## src/rtl/wfg_drive_spi_arb_pkg.sv

```systemverilog
// wfg_drive_spi_arb_pkg: shared state type and arbitration helpers for the SPI drive arbiter
package wfg_drive_spi_arb_pkg;
  localparam int MAX_REQ = 8;
  typedef enum logic {IDLE, GRANT} state_t;
  // Scans from the farthest slot back to ptr so the nearest set bit is the last one written.
  function automatic logic [MAX_REQ-1:0] rr_pick(input logic [MAX_REQ-1:0] req, input logic [2:0] ptr, input int n = MAX_REQ);
    logic [MAX_REQ-1:0] g;
    int k;
    g = '0;
    for (int i = MAX_REQ - 1; i >= 0; i--) begin
      k = (int'(ptr) + i) % n;
      if (i < n && req[k[2:0]]) g = 8'd1 << k[2:0];
    end
    return g;
  endfunction
  function automatic logic [2:0] onehot2idx(input logic [MAX_REQ-1:0] oh);
    logic [2:0] idx;
    idx = '0;
    for (int i = 0; i < MAX_REQ; i++) if (oh[i]) idx = idx | 3'(i);
    return idx;
  endfunction
endpackage

```

## src/rtl/wfg_rr_arbiter.sv

```systemverilog
// wfg_rr_arbiter: combinational round-robin / fixed-priority winner selection
module wfg_rr_arbiter #(
  parameter int NUM_REQ = 4,
  localparam int IW = $clog2(NUM_REQ)
) (
  input  logic [NUM_REQ-1:0] req,
  input  logic [IW-1:0]      ptr,
  input  logic               fixed,
  output logic [NUM_REQ-1:0] gnt,
  output logic [IW-1:0]      idx
);
  import wfg_drive_spi_arb_pkg::*;
  logic [MAX_REQ-1:0] pick;
  always_comb begin
    pick = rr_pick(MAX_REQ'(req), fixed ? 3'd0 : 3'(ptr), NUM_REQ);
    gnt = NUM_REQ'(pick);
    idx = IW'(onehot2idx(pick));
  end
endmodule

```

## src/rtl/wfg_drive_spi_arbiter.sv

```systemverilog
// wfg_drive_spi_arbiter: packet-level arbiter sharing one SPI drive stream sink between requesters
module wfg_drive_spi_arbiter #(
  parameter int NUM_REQ = 4,
  parameter int AXIS_DATA_WIDTH = 32
) (
  input  logic                               wb_clk_i,
  input  logic                               wb_rst_i,
  input  logic                               ctrl_en_q_i,
  input  logic [NUM_REQ-1:0]                 cfg_mask_q_i,
  input  logic                               cfg_fixed_prio_q_i,
  input  logic                               cfg_sync_en_q_i,
  input  logic                               wfg_core_sync_i,
  input  logic [NUM_REQ-1:0]                 s_axis_tvalid_i,
  input  logic [NUM_REQ*AXIS_DATA_WIDTH-1:0] s_axis_tdata_i,
  input  logic [NUM_REQ-1:0]                 s_axis_tlast_i,
  output logic [NUM_REQ-1:0]                 s_axis_tready_o,
  output logic                               m_axis_tvalid_o,
  output logic [AXIS_DATA_WIDTH-1:0]         m_axis_tdata_o,
  output logic                               m_axis_tlast_o,
  input  logic                               m_axis_tready_i,
  output logic [NUM_REQ-1:0]                 grant_o,
  output logic                               busy_o
);
  import wfg_drive_spi_arb_pkg::*;
  localparam int IW = $clog2(NUM_REQ);
  state_t state, state_nx;
  logic [NUM_REQ-1:0] req, win, grant;
  logic [IW-1:0] win_idx, gidx, rr_ptr;
  logic start, done;
  assign req = s_axis_tvalid_i & cfg_mask_q_i;
  assign start = ctrl_en_q_i && |req && (!cfg_sync_en_q_i || wfg_core_sync_i);
  assign done = m_axis_tvalid_o && m_axis_tready_i && m_axis_tlast_o;
  wfg_rr_arbiter #(.NUM_REQ(NUM_REQ)) u_arb (
    .req(req),
    .ptr(rr_ptr),
    .fixed(cfg_fixed_prio_q_i),
    .gnt(win),
    .idx(win_idx)
  );
  always_ff @(posedge wb_clk_i) begin
    if (wb_rst_i) begin
      state <= IDLE;
      grant <= '0;
      gidx <= '0;
      rr_ptr <= '0;
    end else begin
      state <= state_nx;
      if (state == IDLE && start) begin
        grant <= win;
        gidx <= win_idx;
      end else if (done) begin
        grant <= '0;
        rr_ptr <= gidx == IW'(NUM_REQ - 1) ? '0 : gidx + 1'b1;
      end
    end
  end
  always_comb state_nx = state == IDLE ? (start ? GRANT : IDLE) : (done ? IDLE : GRANT);
  // Stream mux is driven straight from the registered grant so beats pass with zero latency.
  always_comb begin
    busy_o = state == GRANT;
    grant_o = grant;
    m_axis_tvalid_o = busy_o & s_axis_tvalid_i[gidx];
    m_axis_tlast_o = busy_o & s_axis_tlast_i[gidx];
    m_axis_tdata_o = busy_o ? s_axis_tdata_i[gidx*AXIS_DATA_WIDTH +: AXIS_DATA_WIDTH] : '0;
    s_axis_tready_o = busy_o ? NUM_REQ'(m_axis_tready_i) << gidx : '0;
  end
endmodule

```

## config.mk

```make
export PLATFORM = sky130hd
export DESIGN_NAME = wfg_drive_spi_arbiter
export DESIGN_NICKNAME = d
export VERILOG_FILES = /design/src/rtl/wfg_drive_spi_arb_pkg.sv /design/src/rtl/wfg_rr_arbiter.sv /design/src/rtl/wfg_drive_spi_arbiter.sv
export SDC_FILE = /design/constraint.sdc
export NUM_CORES = 1
export LEC_CHECK = 0
export CAP_MARGIN = 20
export CORE_ASPECT_RATIO = 0.5
export CORE_MARGIN = 4
export CORE_UTILIZATION = 29
export CTS_CLUSTER_DIAMETER = 40
export CTS_CLUSTER_SIZE = 40
export DETAILED_ROUTE_END_ITERATION = 7
export PLACE_DENSITY = 0.83
export SLEW_MARGIN = 20
export SYNTH_ARGS = -nofsm -noshare
export SYNTH_HDL_FRONTEND = slang
export SYNTH_SLANG_ARGS = --single-unit
export TNS_END_PERCENT = 50
```

## constraint.sdc

```tcl
create_clock -name wb_clk_i -period 2.3 [get_ports wb_clk_i]
set_input_delay 0.23 -clock wb_clk_i [delete_from_list [all_inputs] [get_ports wb_clk_i]]
set_output_delay 0.23 -clock wb_clk_i [all_outputs]
set_load 0.05 [all_outputs]
```

==> reports/metrics.csv <==
stage,metric,value,unit
power,p_leak,1.600,nW
grt,grtUsageTotal,25.87,%
synth,yosys_register_bits,9,
drt,drc_errors,0,
drt,viasPerCell,5.352,
clock_network,clkTransAtPathRegs,0.04,ns
min_path,hp-class,register to register,
setup_path,critPathArrivalTime,2.34,ns
power,power.total,0.001473,W
synth,synth_cells,163,
die,start_util,31.05,%
timing,max_freq,455.1,MHz
synth,yosysWarnings,0,
synth,syn_area,1757,sq um
timing,hold_viol_final,0,
grt,grt_pass1_wl,15.12,mm
run_status,status,"finished, final reports clean",
synth,synth-edff-count,0,
setup_path,path_max_fanout,4,
die,ios,190,
synth,synth_ff_type,dfxtp_1,
drt,routedWlPerCell,22.66,um
grt,grt_pass1_vias,2552,
clock_network,clockBufferDepth,2,
power,power.switching,0.0004959,W
drt,drt-initial-drc-count,99,
die,die_w,118.1,um
synth,synth.avg_cell_area,10.78,sq um
setup_path,required,2.45,ns
timing,fin_skew,0.001939,ns
placement,dp.final_hpwl,8.561,mm
die,rows,19,
die,die_h,63.04,um
clock_network,cts_num_sinks,9,
finish,antenna_cells,0,
power,power_switching_share,33.67,%
drt,ant_nets,0,
grt,top_usage_layer,met2,
grt,grt.met1_usage,27.47,%
placement,place_congestion,0.9260,
run,maxCapViolCount,0,
grt,use_met2,54.02,%
timing,finalCriticalPeriod,2.197,ns
clock_network,cts_tree,done,
clock_network,post_cts_buffers,0,
grt,antenna_found_initial,0,
power,pwr-share-comb,66.9,%
clock_network,clk_latency,0.23,ns
timing,layout_worst_path_cycle_share,95.54,%
die,die_area,7443,sq um
grt,grt_start_max_net_pins,32,
timing,finalSetupTns,0,ns
finish,fill_cells,354,
placement,port-buffer-count,189,
die,core,5658,sq um
drt,routed_wl,9.720,mm
synth,synth-seq-area-share,10.26,%
power,clockPowerShare,20.8,%
drt,vias,2296,
finish,syn_to_final_growth,143.2,%
power,ir_worst_vdd,0.2553,mV
grt,met3_usage,3.255,%
timing,max_slew.worst_pin.slew,0.5031,ns
timing,slew_violations,0,
synth,synth_cell_types,29,
timing,finalSetupViolations,0,
clock_network,htreeDepth,1,
synth,synthArstFlopShare,0,%
drt,dr.pass1.iters,4,
timing,rsz0062_at_grt,no,
grt,overflow,0,
finish,nets,512,
setup_path,critPathCaptureType,register,
clock_network,root_buffer,clkbuf_16,
power,power.density,344.8,nW/um^2
clock_network,cts_made_buffers,3,
timing,slew_headroom,66.35,%
power,intPower,0.0009769,W
setup_path,path_class,input port to register,
setup_path,cp-start-kind,input port,
power,p_seq_share,12.2,%
finish,layout-drive-gt1-share,28.65,%
synth,synthesis.nets,318,
==> per-stage QoR <==
step / hold slack (ns) / util, % / setup slack, ns / std cells / instance area [sq um]
2_1_floorplan: 0.4645 / - / -0.01396 / 163 / 1762
3_3_place_gp: 0.4469 / 73.64 / -0.02698 / 425 / 4167
3_5_place_dp: 0.4572 / 73.64 / -0.09590 / 425 / 4167
4_1_cts: 0.4610 / 75.03 / 0.06127 / 429 / 4245
5_1_grt: 0.4862 / 75.50 / 0.003017 / 429 / 4272
6_report: 0.4670 / 75.50 / 0.1025 / 429 / 4272
==> cell type report <==
cell class | instances | area, sq um | share of cell area [%]
clock buffer | 4 | 78.83 | 1.845
tap | 73 | 91.34 | 2.138
timing repair buffer | 202 | 2367 | 55.42
inverter | 5 | 18.77 | 0.4394
sequential | 9 | 181.4 | 4.247
multi-input combinational | 136 | 1534 | 35.91
==> metal layers <==
| layer | up-vias | share of wire, % | wire length (um) |
|---|---|---|---|
| li1 | 1023 | - | - |
| met1 | 1127 | 34 | 3291 |
| met2 | 121 | 58 | 5683 |
| met3 | 25 | 5.2 | 502 |
| met4 | 0 | 2.5 | 243 |
| met5 | - | 0 | 0 |
==> worst paths after layout <==
path	from	end	cells after the start	slack, ns
min	grant_o[3]$_SDFFE_PP0P_	grant_o[3]$_SDFFE_PP0P_	2	0.47
max	cfg_fixed_prio_q_i	gidx[0]$_SDFFE_PP0P_	9	0.10
max reg2reg	rr_ptr[0]$_SDFFE_PP0P_	gidx[0]$_SDFFE_PP0P_	7	0.28
min reg2reg	grant_o[3]$_SDFFE_PP0P_	grant_o[3]$_SDFFE_PP0P_	2	0.47
==> layout by cell type, fill, tap and decap left out, types with 2 or more instances in the layout <==
master	n
clkdlybuf4s50_1	150
mux4_2	38
and2_1	38
buf_12	38
buf_4	14
nand2_1	13
dfxtp_1	8
ha_1	7
a21oi_1	6
inv_1	4
nor2_1	3
or3_1	3
a221oi_1	3
o22ai_1	3
clkbuf_16	3
nand2b_4	2
nor3_1	2
nand4_1	2
nand2b_1	2
a31oi_1	2
==> flip-flops by register name, summed over array words and instances, names as in the netlist <==
register,flops
busy_o,1
gidx,2
grant_o,4
rr_ptr,2
==> power groups by stage <==
stage                     combinational [W]  sequential, W  clock (W)
after CTS                          0.000989       0.000180   0.000307
after floorplan                    0.000434       0.000194          0
after global routing                0.00103       0.000182   0.000313
final                              0.000986       0.000180   0.000307
after global placement             0.000954       0.000182          0
after detailed placement           0.000985       0.000182          0
==> Yosys cell counts, types with 4 or more instances <==
cell type / n / area, sq um
ha_1: 8 / 100.1
buf_2: 5 / 25.02
and2_1: 38 / 237.7
a21oi_1: 6 / 30.03
dfxtp_1: 9 / 180.2
nand2_1: 13 / 48.80
clkbuf_1: 6 / 22.52
mux4_2: 38 / 855.8
inv_1: 4 / 15.01
==> kinds of logic (layout without fill, tap and decap cells) <==
family	Yosys count	after routing	synth area share, %
compound gates	17	17	6.340
flops	9	9	10.26
buf+inv	18	211	4.202
mux	39	39	49.29
fa+ha+maj	8	8	5.698
simple gates	72	72	24.22
==> timing repair <==
item | in CTS | in global routing
endpoints found under the setup margin | 0 | 3
hold buffers | 0 | 0
resized for setup | 0 | 3
==> critical path, stage by stage <==
cell and delay (ns):
clkdlybuf4s50_1 0.49, nand2b_4 0.13, inv_1 0.07, ha_4 0.28
mux4_2 0.31, nor2_4 0.16, a221oi_1 0.09, or3_4 0.39
a31oi_2 0.19
(Power assumes the default switching activity.)
